==> src/rtl/seven_segment_capture_pkg.sv <==
`default_nettype none
// ============================================================================
// Module      : seven_segment_capture_pkg
// Description : Shared definitions for the seven-segment capture path. Holds
//               the active-low abcdefg glyphs (bit 6 = a), which the display
//               driver's digit encoder uses too, the blank pattern, and the
//               capture FSM state encoding.
// Revision    : 1.0 - initial release
// ============================================================================
package seven_segment_capture_pkg;

  // Active-low glyphs, bit 6 = segment a ... bit 0 = segment g
  localparam logic [6:0] c_glyph_0 = 7'b0000001;
  localparam logic [6:0] c_glyph_1 = 7'b1001111;
  localparam logic [6:0] c_glyph_2 = 7'b0010010;
  localparam logic [6:0] c_glyph_3 = 7'b0000110;
  localparam logic [6:0] c_glyph_4 = 7'b1001100;
  localparam logic [6:0] c_glyph_5 = 7'b0100100;
  localparam logic [6:0] c_glyph_6 = 7'b0100000;
  localparam logic [6:0] c_glyph_7 = 7'b0001111;
  localparam logic [6:0] c_glyph_8 = 7'b0000000;
  localparam logic [6:0] c_glyph_9 = 7'b0000100;
  localparam logic [6:0] c_glyph_a = 7'b0001000;
  localparam logic [6:0] c_glyph_b = 7'b1100000;
  localparam logic [6:0] c_glyph_c = 7'b0110001;
  localparam logic [6:0] c_glyph_d = 7'b1000010;
  localparam logic [6:0] c_glyph_e = 7'b0110000;
  localparam logic [6:0] c_glyph_f = 7'b0111000;

  // All segments off
  localparam logic [6:0] c_blank = 7'h7F;

  // Capture FSM: wait for the anodes to settle, then hold until they move
  typedef enum logic [0:0] {
    ST_SETTLE = 1'b0,
    ST_HOLD   = 1'b1
  } state_t;

endpackage : seven_segment_capture_pkg
`default_nettype wire

==> src/rtl/seven_segment_glyph_decode.sv <==
`default_nettype none
// ============================================================================
// Module      : seven_segment_glyph_decode
// Description : Combinational reverse glyph lookup. Maps an active-low
//               abcdefg pattern back to its hex nibble; anything that is not
//               one of the 16 hex glyphs (blank included) raises illegal.
// Revision    : 1.0 - initial release
// ============================================================================
module seven_segment_glyph_decode
  import seven_segment_capture_pkg::*;
(
  input  logic [6:0] abcdefg,
  output logic [3:0] nibble,
  output logic       illegal
);

  // Exact-match lookup against the shared glyph table
  always_comb begin
    nibble  = 4'h0;
    illegal = 1'b0;
    case (abcdefg)
      c_glyph_0: nibble = 4'h0;
      c_glyph_1: nibble = 4'h1;
      c_glyph_2: nibble = 4'h2;
      c_glyph_3: nibble = 4'h3;
      c_glyph_4: nibble = 4'h4;
      c_glyph_5: nibble = 4'h5;
      c_glyph_6: nibble = 4'h6;
      c_glyph_7: nibble = 4'h7;
      c_glyph_8: nibble = 4'h8;
      c_glyph_9: nibble = 4'h9;
      c_glyph_a: nibble = 4'hA;
      c_glyph_b: nibble = 4'hB;
      c_glyph_c: nibble = 4'hC;
      c_glyph_d: nibble = 4'hD;
      c_glyph_e: nibble = 4'hE;
      c_glyph_f: nibble = 4'hF;
      default:   illegal = 1'b1;
    endcase
  end

endmodule : seven_segment_glyph_decode
`default_nettype wire

==> src/rtl/seven_segment_capture.sv <==
`default_nettype none
// ============================================================================
// Module      : seven_segment_capture
// Description : Receive side of a multiplexed seven-segment display. Watches
//               the scanned anodes, abcdefg and dot lines, waits for each
//               anode selection to settle, decodes the selected digit and
//               reassembles the full number and dot vector. A frame is
//               published (valid pulse) once every digit slot has been
//               captured.
//               Optional watchdog: define SEVEN_SEGMENT_CAPTURE_TIMEOUT_EN to
//               raise stale when no legal sample arrives for TIMEOUT_CYCLES.
// Revision    : 1.0 - initial release
// ============================================================================
module seven_segment_capture
  import seven_segment_capture_pkg::*;
#(
  parameter int W              = 32,
  parameter int BITS_PER_DIGIT = 4,
  parameter int N_DIGITS       = W / BITS_PER_DIGIT,
`ifdef SEVEN_SEGMENT_CAPTURE_TIMEOUT_EN
  parameter int TIMEOUT_CYCLES = 65536,
`endif
  parameter int SETTLE_CYCLES  = 2
) (
  input  logic                clk,
  input  logic                reset,
  input  logic [N_DIGITS-1:0] anodes,
  input  logic [6:0]          abcdefg,
  input  logic                dot,
  output logic [W-1:0]        num,
  output logic [N_DIGITS-1:0] dots,
  output logic                valid,
  output logic                seg_err,
  output logic                stale
);

  localparam int                 c_cnt_w    = (SETTLE_CYCLES > 1) ? $clog2(SETTLE_CYCLES) : 1;
  localparam logic [c_cnt_w-1:0] c_cnt_last = c_cnt_w'(SETTLE_CYCLES - 1);

  // Synchroniser stages (idle / inactive = all ones)
  logic [N_DIGITS-1:0] anodes_meta_q, anodes_sync_q, anodes_prev_q;
  logic [6:0]          seg_meta_q, seg_sync_q;
  logic                dot_meta_q, dot_sync_q;

  // FSM
  state_t              state_q, state_d;
  logic [c_cnt_w-1:0]  cnt_q, cnt_d;

  // Frame assembly and outputs
  logic [N_DIGITS-1:0] captured_q, captured_d;
  logic [W-1:0]        shadow_num_q, shadow_num_d;
  logic [N_DIGITS-1:0] shadow_dots_q, shadow_dots_d;
  logic                frame_pending_q, frame_pending_d;
  logic [W-1:0]        num_q, num_d;
  logic [N_DIGITS-1:0] dots_q, dots_d;
  logic                valid_q, valid_d;
  logic                seg_err_q, seg_err_d;

  logic                w_change;
  logic                w_sample;
  logic [N_DIGITS-1:0] w_sel;
  logic                w_onehot;
  logic [3:0]          w_nibble;
  logic                w_illegal;
  logic                w_legal_sample;

  seven_segment_glyph_decode u_decode (
    .abcdefg (seg_sync_q),
    .nibble  (w_nibble),
    .illegal (w_illegal)
  );

  assign w_change       = (anodes_sync_q != anodes_prev_q);
  assign w_sel          = ~anodes_sync_q;
  assign w_onehot       = (w_sel != '0) && ((w_sel & (w_sel - 1'b1)) == '0);
  assign w_legal_sample = w_sample && w_onehot && !w_illegal;

  // Two-flop synchronisers plus the previous-anodes copy for change detect
  always_ff @(posedge clk or posedge reset) begin
    if (reset) begin
      anodes_meta_q <= '1;
      anodes_sync_q <= '1;
      anodes_prev_q <= '1;
      seg_meta_q    <= '1;
      seg_sync_q    <= '1;
      dot_meta_q    <= 1'b1;
      dot_sync_q    <= 1'b1;
    end else begin
      anodes_meta_q <= anodes;
      anodes_sync_q <= anodes_meta_q;
      anodes_prev_q <= anodes_sync_q;
      seg_meta_q    <= abcdefg;
      seg_sync_q    <= seg_meta_q;
      dot_meta_q    <= dot;
      dot_sync_q    <= dot_meta_q;
    end
  end

  // FSM state and settle counter registers
  always_ff @(posedge clk or posedge reset) begin
    if (reset) begin
      state_q <= ST_SETTLE;
      cnt_q   <= '0;
    end else begin
      state_q <= state_d;
      cnt_q   <= cnt_d;
    end
  end

  // FSM next state: count stable cycles, sample once, hold until anodes move
  always_comb begin
    state_d  = state_q;
    cnt_d    = cnt_q;
    w_sample = 1'b0;
    case (state_q)
      ST_SETTLE: begin
        if (w_change) begin
          cnt_d = '0;                 // a change always beats a pending sample
        end else if (cnt_q == c_cnt_last) begin
          w_sample = 1'b1;
          state_d  = ST_HOLD;
          cnt_d    = '0;
        end else begin
          cnt_d = cnt_q + 1'b1;
        end
      end
      ST_HOLD: begin
        if (w_change) begin
          state_d = ST_SETTLE;
          cnt_d   = '0;
        end
      end
      default: begin
        state_d = ST_SETTLE;
        cnt_d   = '0;
      end
    endcase
  end

`ifdef SEVEN_SEGMENT_CAPTURE_TIMEOUT_EN
  localparam int                c_wd_w   = $clog2(TIMEOUT_CYCLES + 1);
  localparam logic [c_wd_w-1:0] c_wd_max = c_wd_w'(TIMEOUT_CYCLES);

  logic [c_wd_w-1:0] wd_q, wd_d;

  // Watchdog counter: cycles since the last legal sample, saturating
  always_ff @(posedge clk or posedge reset) begin
    if (reset) begin
      wd_q <= '0;
    end else begin
      wd_q <= wd_d;
    end
  end

  assign stale = (wd_q == c_wd_max);
`else
  assign stale = 1'b0;
`endif

  // Datapath: frame commit, per-slot shadow update, error pulse, watchdog
  always_comb begin
    captured_d      = captured_q;
    shadow_num_d    = shadow_num_q;
    shadow_dots_d   = shadow_dots_q;
    frame_pending_d = 1'b0;
    num_d           = num_q;
    dots_d          = dots_q;
    valid_d         = 1'b0;
    seg_err_d       = 1'b0;

    // Publish the frame completed by the previous cycle's sample
    if (frame_pending_q) begin
      num_d      = shadow_num_q;
      dots_d     = shadow_dots_q;
      valid_d    = 1'b1;
      captured_d = '0;
    end

`ifdef SEVEN_SEGMENT_CAPTURE_TIMEOUT_EN
    wd_d = wd_q;
    if (w_legal_sample) begin
      wd_d = '0;
    end else if (wd_q != c_wd_max) begin
      wd_d = wd_q + 1'b1;
    end
    // A stale display must not leave half a frame to be mixed with new digits
    if (wd_q == c_wd_max && !w_legal_sample) begin
      captured_d = '0;
    end
`endif

    if (w_sample) begin
      if (!w_onehot || w_illegal) begin
        seg_err_d = 1'b1;
      end else begin
        for (int i = 0; i < N_DIGITS; i++) begin
          if (w_sel[i]) begin
            shadow_num_d[i*BITS_PER_DIGIT +: BITS_PER_DIGIT] = w_nibble;
            shadow_dots_d[i] = ~dot_sync_q;
            captured_d[i]    = 1'b1;
          end
        end
        if (&captured_d) begin
          frame_pending_d = 1'b1;
        end
      end
    end
  end

  // Frame assembly and output registers
  always_ff @(posedge clk or posedge reset) begin
    if (reset) begin
      captured_q      <= '0;
      shadow_num_q    <= '0;
      shadow_dots_q   <= '0;
      frame_pending_q <= 1'b0;
      num_q           <= '0;
      dots_q          <= '0;
      valid_q         <= 1'b0;
      seg_err_q       <= 1'b0;
    end else begin
      captured_q      <= captured_d;
      shadow_num_q    <= shadow_num_d;
      shadow_dots_q   <= shadow_dots_d;
      frame_pending_q <= frame_pending_d;
      num_q           <= num_d;
      dots_q          <= dots_d;
      valid_q         <= valid_d;
      seg_err_q       <= seg_err_d;
    end
  end

  assign num     = num_q;
  assign dots    = dots_q;
  assign valid   = valid_q;
  assign seg_err = seg_err_q;

endmodule : seven_segment_capture
`default_nettype wire

==> config.mk <==
export PLATFORM = sky130hd
export DESIGN_NAME = seven_segment_capture
export DESIGN_NICKNAME = d
export VERILOG_FILES = /design/src/rtl/seven_segment_capture_pkg.sv /design/src/rtl/seven_segment_glyph_decode.sv /design/src/rtl/seven_segment_capture.sv
export SDC_FILE = /design/constraint.sdc
export NUM_CORES = 1
export LEC_CHECK = 0
export ABC_CLOCK_PERIOD_IN_PS = 11000
export CAP_MARGIN = 40
export CORE_MARGIN = 1.5
export CORE_UTILIZATION = 55
export CTS_CLUSTER_DIAMETER = 200
export DETAILED_ROUTE_END_ITERATION = 10
export PLACE_DENSITY_LB_ADDON = 0.3
export REMOVE_ABC_BUFFERS = 1
export SYNTH_ARGS = -nofsm -noshare
export SYNTH_HDL_FRONTEND = slang
export SYNTH_SLANG_ARGS = --single-unit
==> constraint.sdc <==
create_clock -name clk -period 11 [get_ports clk]
set_input_delay 2.75 -clock clk [delete_from_list [all_inputs] [get_ports clk]]
set_output_delay 2.75 -clock clk [all_outputs]
set_load 0.005 [all_outputs]
==> run_results.csv <==
group,metric,value,unit
die,ios,61,
placement,dp_cells,535,
finish,areaGrowthSynthToFinish,23.5,%
clocking,clockRootBuffer,"clkbuf_8",
logic_synthesis,synth_top_cell_by_area,"dfrtp_1",
detailed_routing,ant_nets,0,
logic_synthesis,synth_area,0.00536,mm^2
critical_path,crit_path_cell_trace,"clkdlybuf4s50_1",
logic_synthesis,yosys_warnings,0,
placement,dp_hpwl,6210,um
logic_synthesis,ys_seq_elements,133,
critical_path,crit_end,"dots[0]",
logic_synthesis,synth.area.top_cells,"dfrtp_1, dfstp_2, mux2_2",
global_route,grt_pass1_wl,16200,um
finish,antenna_cells,0,
timing,slew_headroom,43.4,%
placement,io_buffers,59,
die,core.rowCount,35,
finish,fillers,643,
critical_path,critPathMaxFanout,2,
critical_path,worst_setup_path_start_kind,"flop",
critical_path,r2r_slack,8.20,ns
finish,multiInputGateArea,0.00181,mm^2
timing,tightest_slew,0.849,ns
die,start_util,57.4,%
global_route,grt_pass1_vias,3249,
power,powerDensity,163,mW/mm^2
global_route,antenna_found_initial,0,
clocking,post_cts_resized,0,
logic_synthesis,synth_flop_cell,"dfrtp_1",
finish,stdcell_count,568,
finish,drive_gt1_share,33.3,%
finish,seq_area,0.00338,mm^2
die,dieArea,0.0103,mm^2
timing,setup_viol,0,
logic_synthesis,syn_avg_cell_area,14.8,um^2
logic_synthesis,synth_edf_count,0,
clocking,clock_latency,0.51,ns
critical_path,cp_slowest_stage_delay,0.54,ns
detailed_routing,vias_per_cell,5.46,
clocking,clock_path_buffers,2,
clocking,post-cts-setup-buffer-count,0,
logic_synthesis,ys_seq_area_share,63.1,%
worst_hold_path,hp-class,"reg2reg",
critical_path,path_buf_inv,1,
worst_hold_path,min-delay-start,"anodes_meta_q[6]",
critical_path,crit_path_top_delay_cell,"clkdlybuf4s50_1",
detailed_routing,wl_per_cell,17.2,um
finish,num-nets-final,444,
critical_path,rr_worst_depth,6,
global_route,track_usage,21.0,%
critical_path,crit_cells,1,
die,core_area,0.00933,mm^2
detailed_routing,drc,0,
die,die_w,102,um
critical_path,critPathCaptureType,"primary output",
flow_run,maxCapViolations,0,
critical_path,r2r_end,"shadow_num_q[13]",
clocking,cts_max_level,4,
critical_path,path_class,"reg2out",
critical_path,critPathTopFamily,"buffers and inverters",
logic_synthesis,netlist.area_leader.share,43.4,%
die,fp.dieH,102,um
logic_synthesis,synth_cells,363,
detailed_routing,num_vias,3102,
global_route,grt_max_degree,71,
critical_path,critPathArrivalTime,1.43,ns
logic_synthesis,async_reset_ff_share,100,%
detailed_routing,dr.pass1.iters,5,
clocking,clk_pin_slew,0.06,ns
clocking,cts_made_buffers,17,
timing,finalCritPeriodShare,38.0,%
timing,hold_violations,0,
timing,fmax,0.239,GHz
global_route,grt.overflow.total,0,
timing,maxSlewViolCount,0,
detailed_routing,routed_wl,9770,um
critical_path,cp.required,8.25,ns
timing,tns,0,ns
clocking,clock-sinks,133,
run_status,status,"finished clean",
logic_synthesis,yosysMostFrequentCell,"dfrtp_1",
critical_path,cp-startpoint,"dots[0]",
clocking,cts_tree,"done",
power,p_leak,0.00305,uW
clocking,hold_buffers,0,
placement,gp_routability_congestion,0.900,
logic_synthesis,synth_common_cells,"dfrtp_1, mux2_2, dfstp_2",
power,ir_drop,96.3,uV
detailed_routing,drt_iter0_drc,166,
timing,rsz0062_at_grt,"false",
timing,period_needed,4.18,ns
timing,skew,0.00868,ns
logic_synthesis,synth_cell_types,53,
critical_path,r2r-start,"anodes_sync_q[0]",
-- logic make-up (layout without fill, tap and decap cells) --
| group | count (synthesis) | count (layout) | share of synthesized area [%] |
|---|---|---|---|
| AO/OA/AOI/OAI | 32 | 32 | 4.95 |
| XOR/XNOR | 10 | 10 | 1.64 |
| buffers and inverters | 38 | 114 | 3.11 |
| flip-flops | 133 | 133 | 63.1 |
| multiplexers | 83 | 83 | 17.3 |
| other | 1 | 1 | 0.0700 |
| AND/OR/NAND/NOR | 66 | 66 | 9.88 |
-- layout make-up --
cell class              instances  share of cell area [%]
clock buffers                  18                    6.31
clock inverters                14                    2.27
inverters                      18                    1.06
multi-input cells             192                    27.4
flip-flops and latches        133                    51.0
well taps                     129                    2.44
repair buffers                 64                    9.49
-- power breakdown --
part | internal [uW] | switching (uW)
Combinational | 13.9 | 20.7
Sequential | 503 | 10.9
Clock | 324 | 207
-- per-stage QoR --
step	power [uW]	area, um^2	utilization (%)	hold WS [ns]	setup slack (ns)
6_report	1080	6620	70.9	0.350	6.82
5_1_grt	1120	6620	70.9	0.354	6.65
4_1_cts	1090	6610	70.9	0.350	6.81
3_5_place_dp	557	6040	64.8	0.347	6.33
3_3_place_gp	555	6040	64.8	0.346	6.39
2_1_floorplan	542	5260	-	0.345	4.76
-- worst min path at each step --
stage / slack (ns) / cells past startpoint / end
6_report: 0.35 / 0 / anodes_sync_q[6]
5_1_grt: 0.35 / 0 / anodes_sync_q[6]
4_1_cts: 0.35 / 0 / anodes_sync_q[6]
3_5_place_dp: 0.35 / 0 / anodes_sync_q[0]
3_3_place_gp: 0.35 / 0 / seg_sync_q[1]
2_1_floorplan: 0.35 / 0 / anodes_sync_q[0]
-- metal layers --
layer	part of all wire, %	GRT usage [%]	vias to the layer above	wire length, um
met4	1.1	8.01	0	110
met1	42	26.6	1573	4090
met2	53	35.3	88	5190
met3	3.9	4.76	11	383
met5	0	0	-	0
li1	-	-	1430	-
-- flip-flops by register name (all words and copies together), names as in the netlist --
register	cells
shadow_num_q	32
anodes_sync_q	8
captured_q	8
seg_sync_q	7
seg_meta_q	7
dot_sync_q	1
valid	1
anodes_meta_q	8
shadow_dots_q	8
cnt_q	1
anodes_prev_q	8
state_q	1
dots	8
seg_err	1
num	32
dot_meta_q	1
frame_pending_q	1
-- cell usage in the layout, fill, tap and decap left out, types with 3 or more instances in the layout --
master	count
a21o_1	8
a21oi_1	5
buf_4	4
clkbuf_16	16
clkdlybuf4s50_1	59
clkinv_4	3
dfrtp_1	93
dfstp_2	40
inv_1	16
inv_6	4
mux2_1	19
mux2_2	53
mux2i_1	10
nand2_1	6
nand4_1	7
nand4b_1	3
nor2_1	9
nor2b_1	4
nor3_1	4
nor3_4	6
nor4_1	7
nor4_4	3
or4_1	3
xnor2_1	9
Note: power is estimated with default switching activity, not from simulation.
